==> config.mk <==
export PLATFORM = sky130hd
export DESIGN_NAME = ifq_fetch_ctrl_flat
export DESIGN_NICKNAME = d
export VERILOG_FILES = /design/src/rtl/ifq_pkg.sv /design/src/rtl/ifq_fetch_ctrl_if.sv /design/src/rtl/ifq_fetch_ctrl_up_down_sat_counter.sv /design/src/rtl/ifq_fetch_ctrl.sv /design/src/flat_wrapper.sv
export SDC_FILE = /design/constraint.sdc
export NUM_CORES = 1
export LEC_CHECK = 0
export ABC_AREA = 1
export CAP_MARGIN = 30
export CORE_ASPECT_RATIO = 0.7
export CORE_MARGIN = 1
export CORE_UTILIZATION = 37
export DETAILED_ROUTE_END_ITERATION = 10
export HOLD_SLACK_MARGIN = 0.02
export PLACE_DENSITY = 0.87
export SLEW_MARGIN = 20
export SYNTH_ARGS = -nofsm -noshare
export SYNTH_HDL_FRONTEND = slang
export SYNTH_SLANG_ARGS = --single-unit
==> constraint.sdc <==
create_clock -name clk -period 2.46 [get_ports clk]
set_input_delay 0.246 -clock clk [delete_from_list [all_inputs] [get_ports clk]]
set_output_delay 0.246 -clock clk [all_outputs]
set_load 0.1 [all_outputs]
==> src/rtl/ifq_pkg.sv <==
// Shared types and constants for the instruction-fetch-queue cache fetch controller.
package ifq_pkg;

  typedef enum logic [1:0] {IDLE, RUN, FLUSH} fetch_state_t;

  localparam int unsigned LINE_OFFSET_BITS = 4;

endpackage

==> src/rtl/ifq_fetch_ctrl_if.sv <==
// I-cache request/response port between the fetch controller (master) and the cache (slave).
interface ifq_fetch_ctrl_if #(
  parameter int unsigned DATA_WIDTH       = 32,
  parameter int unsigned CACHE_LINE_WIDTH = 128
);
  logic                        cache_rd_req;
  logic [DATA_WIDTH-1:0]       cache_addr;
  logic                        cache_abort;
  logic                        cache_req_ready;
  logic                        cache_rsp_valid;
  logic [CACHE_LINE_WIDTH-1:0] cache_rsp_data;

  modport master (
    output cache_rd_req, cache_addr, cache_abort,
    input  cache_req_ready, cache_rsp_valid, cache_rsp_data
  );

  modport slave (
    input  cache_rd_req, cache_addr, cache_abort,
    output cache_req_ready, cache_rsp_valid, cache_rsp_data
  );
endinterface

==> src/rtl/ifq_fetch_ctrl_up_down_sat_counter.sv <==
// Up/down counter saturating at 0 and MAX; load has priority, simultaneous inc/dec holds.
module up_down_sat_counter #(
  parameter int unsigned WIDTH   = 3,
  parameter int unsigned MAX     = 4,
  parameter int unsigned RST_VAL = 0
) (
  input  logic             clk,
  input  logic             rst,
  input  logic             inc,
  input  logic             dec,
  input  logic             load,
  input  logic [WIDTH-1:0] load_val,
  output logic [WIDTH-1:0] count
);

  logic [WIDTH-1:0] r_count;

  always_ff @(posedge clk) begin
    if (!rst) begin
      r_count <= WIDTH'(RST_VAL);
    end else if (load) begin
      r_count <= load_val;
    end else if (inc && !dec && r_count < WIDTH'(MAX)) begin
      r_count <= r_count + WIDTH'(1);
    end else if (dec && !inc && r_count != '0) begin
      r_count <= r_count - WIDTH'(1);
    end
  end

  assign count = r_count;

endmodule

==> src/rtl/ifq_fetch_ctrl.sv <==
// Issues line-aligned I-cache reads for the IFQ under credit and outstanding limits,
// and discards stale responses after a branch redirect.
module ifq_fetch_ctrl
  import ifq_pkg::*;
#(
  parameter int unsigned DATA_WIDTH       = 32,
  parameter int unsigned CACHE_LINE_WIDTH = 128,
  parameter int unsigned FIFO_DEPTH       = 4,
  parameter int unsigned MAX_OUTSTANDING  = 2
) (
  input  logic                        clk,
  input  logic                        rst,
  input  logic                        fetch_en,
  input  logic [DATA_WIDTH-1:0]       pc_in,
  input  logic                        jmp_branch_valid,
  input  logic                        ifq_line_free,
  output logic                        pc_advance,
  ifq_fetch_ctrl_if.master            cache,
  output logic [CACHE_LINE_WIDTH-1:0] d_out,
  output logic                        d_out_valid,
  output logic                        busy,
  output logic                        rsp_err
);

  localparam int unsigned OW = $clog2(MAX_OUTSTANDING + 1);
  localparam int unsigned CW = $clog2(FIFO_DEPTH + 1);
  localparam logic [DATA_WIDTH-1:0] LINE_MASK =
    {{(DATA_WIDTH - LINE_OFFSET_BITS){1'b1}}, {LINE_OFFSET_BITS{1'b0}}};

  fetch_state_t                r_state, w_state_nxt;
  logic [OW-1:0]               r_kill_cnt, w_kill_nxt, w_kill_init;
  logic [OW-1:0]               w_outstanding, w_out_nxt;
  logic [CW-1:0]               w_credits;
  logic [CACHE_LINE_WIDTH-1:0] r_d_out;
  logic                        r_d_out_valid, r_abort, r_busy, r_rsp_err;
  logic                        w_req, w_xfer, w_rsp_ok, w_rsp_err;
  logic                        w_flush_start, w_flush_now, w_deliver;

  assign w_req = (r_state == RUN) && (w_credits != '0) &&
                 (w_outstanding < OW'(MAX_OUTSTANDING)) && !jmp_branch_valid;
  assign w_xfer        = w_req && cache.cache_req_ready;
  assign w_rsp_ok      = cache.cache_rsp_valid && (w_outstanding != '0);
  assign w_rsp_err     = cache.cache_rsp_valid && (w_outstanding == '0);
  assign w_flush_start = (r_state == RUN) && jmp_branch_valid;
  assign w_flush_now   = (r_state == FLUSH) || w_flush_start;
  assign w_deliver     = w_rsp_ok && (r_kill_cnt == '0) && !w_flush_now;
  assign w_kill_init   = w_outstanding - OW'(w_rsp_ok);
  assign w_out_nxt     = w_outstanding + OW'(w_xfer) - OW'(w_rsp_ok);

  up_down_sat_counter #(.WIDTH(CW), .MAX(FIFO_DEPTH), .RST_VAL(FIFO_DEPTH)) u_credits (
    .clk      (clk),
    .rst      (rst),
    .inc      (ifq_line_free),
    .dec      (w_xfer),
    .load     (jmp_branch_valid),
    .load_val (CW'(FIFO_DEPTH)),
    .count    (w_credits)
  );

  up_down_sat_counter #(.WIDTH(OW), .MAX(MAX_OUTSTANDING), .RST_VAL(0)) u_outstanding (
    .clk      (clk),
    .rst      (rst),
    .inc      (w_xfer),
    .dec      (w_rsp_ok),
    .load     (1'b0),
    .load_val ('0),
    .count    (w_outstanding)
  );

  // A redirect drops the same-cycle response itself, so kill_cnt only counts later ones.
  always_comb begin
    w_state_nxt = r_state;
    w_kill_nxt  = r_kill_cnt;
    if (w_flush_start) begin
      w_kill_nxt = w_kill_init;
    end else if (w_rsp_ok && r_kill_cnt != '0) begin
      w_kill_nxt = r_kill_cnt - OW'(1);
    end
    case (r_state)
      IDLE:  if (fetch_en) w_state_nxt = RUN;
      RUN: begin
        if (w_flush_start) begin
          if (w_kill_init != '0) w_state_nxt = FLUSH;
        end else if (!fetch_en && !(w_req && !cache.cache_req_ready)) begin
          w_state_nxt = IDLE;
        end
      end
      FLUSH: if (w_kill_nxt == '0) w_state_nxt = RUN;
      default: w_state_nxt = IDLE;
    endcase
  end

  always_ff @(posedge clk) begin
    if (!rst) begin
      r_state       <= IDLE;
      r_kill_cnt    <= '0;
      r_d_out       <= '0;
      r_d_out_valid <= 1'b0;
      r_abort       <= 1'b0;
      r_busy        <= 1'b0;
      r_rsp_err     <= 1'b0;
    end else begin
      r_state       <= w_state_nxt;
      r_kill_cnt    <= w_kill_nxt;
      r_d_out_valid <= w_deliver;
      if (w_deliver) r_d_out <= cache.cache_rsp_data;
      r_abort       <= (w_state_nxt == FLUSH);
      r_busy        <= (w_out_nxt != '0) || (w_state_nxt != IDLE);
      if (w_rsp_err) r_rsp_err <= 1'b1;
    end
  end

  assign pc_advance         = w_xfer;
  assign cache.cache_rd_req = w_req;
  assign cache.cache_addr   = (r_state == IDLE) ? '0 : (pc_in & LINE_MASK);
  assign cache.cache_abort  = r_abort;
  assign d_out              = r_d_out;
  assign d_out_valid        = r_d_out_valid;
  assign busy               = r_busy;
  assign rsp_err            = r_rsp_err;

endmodule

==> src/flat_wrapper.sv <==
// flat-port wrapper written by rule: the top's interface ports become plain ports
module ifq_fetch_ctrl_flat import ifq_pkg::*;
#(
  parameter int unsigned DATA_WIDTH       = 32,
  parameter int unsigned CACHE_LINE_WIDTH = 128,
  parameter int unsigned FIFO_DEPTH       = 4,
  parameter int unsigned MAX_OUTSTANDING  = 2
)
  (clk, rst, fetch_en, pc_in, jmp_branch_valid, ifq_line_free, pc_advance, d_out, d_out_valid, busy, rsp_err, cache_cache_rd_req, cache_cache_addr, cache_cache_abort, cache_cache_req_ready, cache_cache_rsp_valid, cache_cache_rsp_data);
  ifq_fetch_ctrl_if #(.DATA_WIDTH(DATA_WIDTH), .CACHE_LINE_WIDTH(CACHE_LINE_WIDTH)) cache_i ();
  input  logic clk;
  input  logic rst;
  input  logic fetch_en;
  input  logic [DATA_WIDTH-1:0] pc_in;
  input  logic jmp_branch_valid;
  input  logic ifq_line_free;
  output logic pc_advance;
  output logic [CACHE_LINE_WIDTH-1:0] d_out;
  output logic d_out_valid;
  output logic busy;
  output logic rsp_err;
  output wire logic [$bits(cache_i.cache_rd_req)-1:0] cache_cache_rd_req;
  output wire logic [$bits(cache_i.cache_addr)-1:0] cache_cache_addr;
  output wire logic [$bits(cache_i.cache_abort)-1:0] cache_cache_abort;
  input wire logic [$bits(cache_i.cache_req_ready)-1:0] cache_cache_req_ready;
  input wire logic [$bits(cache_i.cache_rsp_valid)-1:0] cache_cache_rsp_valid;
  input wire logic [$bits(cache_i.cache_rsp_data)-1:0] cache_cache_rsp_data;
  assign cache_cache_rd_req = cache_i.cache_rd_req;
  assign cache_cache_addr = cache_i.cache_addr;
  assign cache_cache_abort = cache_i.cache_abort;
  assign cache_i.cache_req_ready = cache_cache_req_ready;
  assign cache_i.cache_rsp_valid = cache_cache_rsp_valid;
  assign cache_i.cache_rsp_data = cache_cache_rsp_data;
  ifq_fetch_ctrl #(.DATA_WIDTH(DATA_WIDTH), .CACHE_LINE_WIDTH(CACHE_LINE_WIDTH), .FIFO_DEPTH(FIFO_DEPTH), .MAX_OUTSTANDING(MAX_OUTSTANDING)) u_core (.clk(clk), .rst(rst), .fetch_en(fetch_en), .pc_in(pc_in), .jmp_branch_valid(jmp_branch_valid), .ifq_line_free(ifq_line_free), .pc_advance(pc_advance), .cache(cache_i), .d_out(d_out), .d_out_valid(d_out_valid), .busy(busy), .rsp_err(rsp_err));
endmodule
**After elaboration in Yosys (flattened, before gate mapping)**

Index checks and enable logic that the tools add are counted.

- Bits in registers: 141
- Input port bits: 167
- Output and inout bits: 166
- Word-level logic and storage cells: 79

- Add/sub/neg operators: 8
- Magnitude comparators: 2
- Eq/ne operators: 3
- Multiplexer cells: 13
- Bitwise gates (word level): 1
- Reduce and logical (&&, ||, !) cells: 43

Operator list:

| operator | number |
|---|---|
| 2-to-1 mux 32 bit | 1 |
| logical AND 1 bit | 20 |
| 2-to-1 mux 2 bit | 9 |
| nonzero test 2 bit | 7 |
| logical NOT 1 bit | 8 |
| logical NOT 2 bit | 4 |
| 2-to-1 mux 3 bit | 2 |
| case mux 2 bit (3 select lines) | 1 |
| equality test 2 bit, second input constant | 2 |
| subtractor 2 x 1 -> 2 bit | 2 |
| subtractor 2 x 1 -> 2 bit, second input constant | 2 |
| adder 3 x 1 -> 3 bit, second input constant | 1 |
| < comparator 3 bit, second input constant | 1 |
| nonzero test 3 bit | 1 |
| subtractor 3 x 1 -> 3 bit, second input constant | 1 |
| adder 2 x 1 -> 2 bit | 1 |
| adder 2 x 1 -> 2 bit, second input constant | 1 |
| equality test 2 x 1 -> 1 bit, second input constant | 1 |
| logical OR 1 bit | 2 |
| < comparator 2 bit, second input constant | 1 |
| OR reduction 2 bit | 1 |
| NOT 1 bit | 1 |

**Depth between registers and ports, before layout**

- Depth in word-level cells: 12
- Depth in mapped cells: 14
- Mapped depth without buffers: 14

**Modules after synthesis**

A second synthesis with hierarchy kept.

- Cells, all modules: 773
- Area, all modules: 6007.0 µm²

Modules (own cells, without submodules):

| module | times used | cells an instance | area each (µm²) | sequential area each (µm²) |
|---|---|---|---|---|
| ifq_fetch_ctrl | 1 | 702 | 5567.8 | 2722.6 |
| up_down_sat_counter (u_core.u_credits) | 1 | 40 | 272.8 | 60.1 |
| up_down_sat_counter (u_core.u_outstanding) | 1 | 31 | 166.4 | 40.0 |

**Worst setup path before layout**

No wires, ideal clock.

- Path type: register to output
- Start point: register u_core.r_state[0]
- End point: output port cache_cache_addr[10]
- Arrival: 2.100 ns
- Required time: 2.214 ns
- Path slack: 0.114 ns
- Cell stages (with the launch flop): 5
- Path buffers: 2
- Cell sequence: dfxtp_1 > nor2_1 > clkbuf_1 > clkbuf_1 > nor2_1

- Cells in the longest elaborated chain, start to end: 2

Ends and longest elaborated chain:

| element | RTL line | RTL |
|---|---|---|
| start, declared | ifq_fetch_ctrl.sv:30 | `fetch_state_t r_state, w_state_nxt;` |
| start signal, assigned | ifq_fetch_ctrl.sv:103 | `r_state <= w_state_nxt;` |
| logical NOT 2 bit | ifq_fetch_ctrl.sv:115 | `assign cache.cache_addr = (r_state == IDLE) ? '0 : (pc_in & LINE_MASK);` |
| 2-to-1 mux 32 bit | ifq_fetch_ctrl.sv:115 |  |
| end, declared | flat_wrapper.sv:23 | `output wire logic [$bits(cache_i.cache_addr)-1:0] cache_cache_addr;` |

No other way between the ends.

**Final worst setup path**

- Start point: register u_core.r_state[0]
- End point: register u_core.r_busy, in the netlist u_core.busy

- Cells in the longest elaborated chain, start to end: 12
- Elaborated cells on any way between the ends: 24
- Classes of those cells: 2 x add/sub; 2 x eq/ne; 7 x mux; 13 x reduce/logical

Ends and longest elaborated chain:

| element | RTL line | RTL |
|---|---|---|
| parallel branches: the longest is 11 deep, another holds adder 2 x 1 -> 2 bit | - |  |
| logical OR 1 bit * | ifq_fetch_ctrl.sv:108 | `r_busy <= (w_out_nxt != '0) \|\| (w_state_nxt != IDLE);` |
| end signal, assigned | ifq_fetch_ctrl.sv:108 |  |
| end, declared | ifq_fetch_ctrl.sv:35 | `logic r_d_out_valid, r_abort, r_busy, r_rsp_err;` |

Every way passes the cells marked *.
A chain may end at the register's enable or synchronous reset.

==> results.cfg <==
[die]
dieArea_um2 = 15410
dieWidth_um = 148.0
io-pin-count = 333
start_util = 0.3877
rows = 36
core_um2 = 14230
die_h_um = 104.2

[cells_and_area]
final_cell_area_um2 = 8975
stdcell_count = 1243
final_util = 0.6305
fin_nets = 1214
drive_gt1_frac = 0.2023
n_fill_cell = 1209
final_common_cell = nor2_1
n_antenna_cell = 0
syn2layout_area_growth_pct = 62.65
final_cell_mix = nor2_1 (297), buf_4 (165), clkdlybuf4s50_1 (161), dfxtp_1 (141), o21ai_0 (97)

[critical_path]
critPathLaunch = u_core.r_state[0]
critPathArrivalTime_ns = 2.31
regToRegSetupSlack_ns = 0.43
path_class = flop to flop
cp-start-kind = flop
endpoint_kind = flop
reg2reg_to = u_core.busy
timing.rr.start = u_core.r_state[0]
critPathRequiredTime_ns = 2.75
crit_path_end = u_core.busy
r2r_cells = 13
critPathMaxFanout = 6

[synthesis]
postSynthCellCount = 735
synth_top_area_frac = 0.5116
seq_area_frac_synth = 0.5116
synth-edff-count = 0
synth_ff_type = dfxtp_1
ys_top_cells_by_area = dfxtp_1 (51%), nor2_1 (20%), o21ai_0 (8.8%)
synthesis.area_um2 = 5518
async_flop_share = 0
ys_ff_latch = 141
avgSynthCellArea_um2 = 7.507
netlist.top_cell.by_area = dfxtp_1
yosys.cell_types.count = 26
ys_warn_count = 0

[drt]
routed.top_layer = met4
wl_met2_mm = 8.238
drt_pass1_iterations = 4
final_antenna_net_count = 0
drt_iter0_drc = 347
wl_met1_mm = 7.292
routed_wl_mm = 17.03
vias = 5658
wire_per_inst_um = 13.70
route.met3.wl_mm = 1.218
viasPerCell = 4.552
drc = 0

[clocking]
cts_setup_buffers = 0
cts_made_buffers = 17
clk_latency_ns = 0.40
holdBufCountCts = 0
htreeDepth = 4
cts.sinks = 141
root_buffer = clkbuf_16
path_clk_slew_ns = 0.07
clockBufferDepth = 2
cts_tree = built
ctsResizeCount = 0

[power_and_ir_drop]
p_switching_mw = 2.056
switching_share = 0.3330
seq_power_share = 0.386
clockPowerShare = 0.389
ir_worst_vdd_mv = 0.4113
combPwrFrac = 0.225
cellPowerDensity_nw_per_um2 = 688.0
total_power_mw = 6.174
p_leak_nw = 3.923
p_int_mw = 4.119

[grt]
grt_pass1_wl_mm = 27.32
antenna_found_initial = 0
overflow = 0
grt_max_degree = 80
groute.usage.overall = 0.2221
grt_pass1_vias = 5339

[timing]
fin_crit_sh = 0.8234
setup_viol = 0
slew-limit-headroom = 0.6147
period_needed_ns = 2.025
report.final.hold_viol_count = 0
slew_viol_final = 0
rsz0062_at_grt = false
finalWorstSetupSlack_ns = 0.4346
tightest_slew_ns = 0.5779
clock-skew-final_ns = 0.01158
fmax_mhz = 493.7
whs_ns = 0.2299
setup_tns_ns = 0

[flow_run]
drv_cap = 0

[run_status]
status = complete, no violations

[min_path]
hold_path.class = input port to flop

[placement]
post-dp-hpwl_mm = 12.57
placed_cells = 1211
portBuffers = 324
dp_slack_ns = 0.1682
place_area_um2 = 8421
gp_congestion = 0.8581
==> synth_stat cells, types with 2 or more instances <==
library cell / n
nor2_1: 298
dfxtp_1: 141
o21ai_0: 97
inv_1: 49
o21ai_1: 36
nand2_1: 23
clkbuf_1: 17
buf_6: 15
clkbuf_2: 11
nand3_1: 11
a21oi_1: 6
ha_1: 6
buf_4: 5
inv_2: 3
xnor2_1: 3
nand3_2: 2
nand4_1: 2
nor2_4: 2
==> worst max-delay path, stage by stage, from the launching register on <==
cell and delay (ns):
dfxtp_1 0.44, nand2_1 0.11, nor2_1 0.16, nand2_1 0.12, nor2_4 0.11, inv_2 0.06, ha_1 0.27, inv_1 0.04
ha_1 0.18, xnor2_1 0.13, nor2_1 0.09, nand3_1 0.08, nand2_1 0.06, nand2_1 0.06
==> layout make-up <==
class / count / area (um^2) / share of cell area
tap: 190 / 237.7 / 0.02649
clock inverter: 14 / 125.1 / 0.01394
sequential: 141 / 2823 / 0.3145
timing repair buffer: 332 / 2970 / 0.3310
multi-input combinational: 496 / 2192 / 0.2442
inverter: 52 / 197.7 / 0.02203
clock buffer: 18 / 429.2 / 0.04782
==> routing by layer <==
layer / vias up / GRT usage
met5: - / 0
met1: 2531 / 0.2652
met3: 23 / 0.05789
li1: 2903 / -
met2: 201 / 0.3846
met4: 0 / 0.07364
==> power by group through the flow <==
| stage | clock network, mW | registers (mW) | logic [mW] |
|---|---|---|---|
| after floorplan | 0 | 2.87 | 0.500 |
| after global placement | 0 | 2.43 | 1.38 |
| after detailed placement | 0 | 2.44 | 1.39 |
| after CTS | 2.46 | 2.38 | 1.39 |
| after global routing | 2.57 | 2.39 | 1.47 |
| final | 2.40 | 2.38 | 1.39 |
==> state kept, by name, summed over array words and instances (netlist names) <==
name                        count
u_core.rsp_err                  1
u_core.busy                     1
u_core.u_credits.count          3
u_core.cache.cache_abort        1
u_core.r_state                  2
u_core.d_out_valid              1
u_core.d_out                  128
u_core.u_outstanding.count      2
u_core.r_kill_cnt               2
==> how the worst min path moves through the flow <==
stage	startpoint	to	slack, ns	depth (start not counted)
after floorplan	jmp_branch_valid	u_core.u_credits.count[2]	0.38	2
after global placement	u_core.rsp_err	u_core.rsp_err	0.45	2
after detailed placement	u_core.rsp_err	u_core.rsp_err	0.47	2
after CTS	rst	u_core.d_out[38]	0.21	3
after global routing	rst	u_core.d_out[34]	0.24	3
final	rst	u_core.d_out[38]	0.23	3
==> logic make-up after synthesis <==
family	count (synthesis)	share of synthesized area
compound gates	141	0.1290
xor+xnor	3	0.004763
fa+ha+maj	7	0.01723
buf+inv	101	0.09501
flops	141	0.5116
other cells	1	0.0006796
simple gates	341	0.2417
Note: power is estimated with default switching activity, not from simulation.
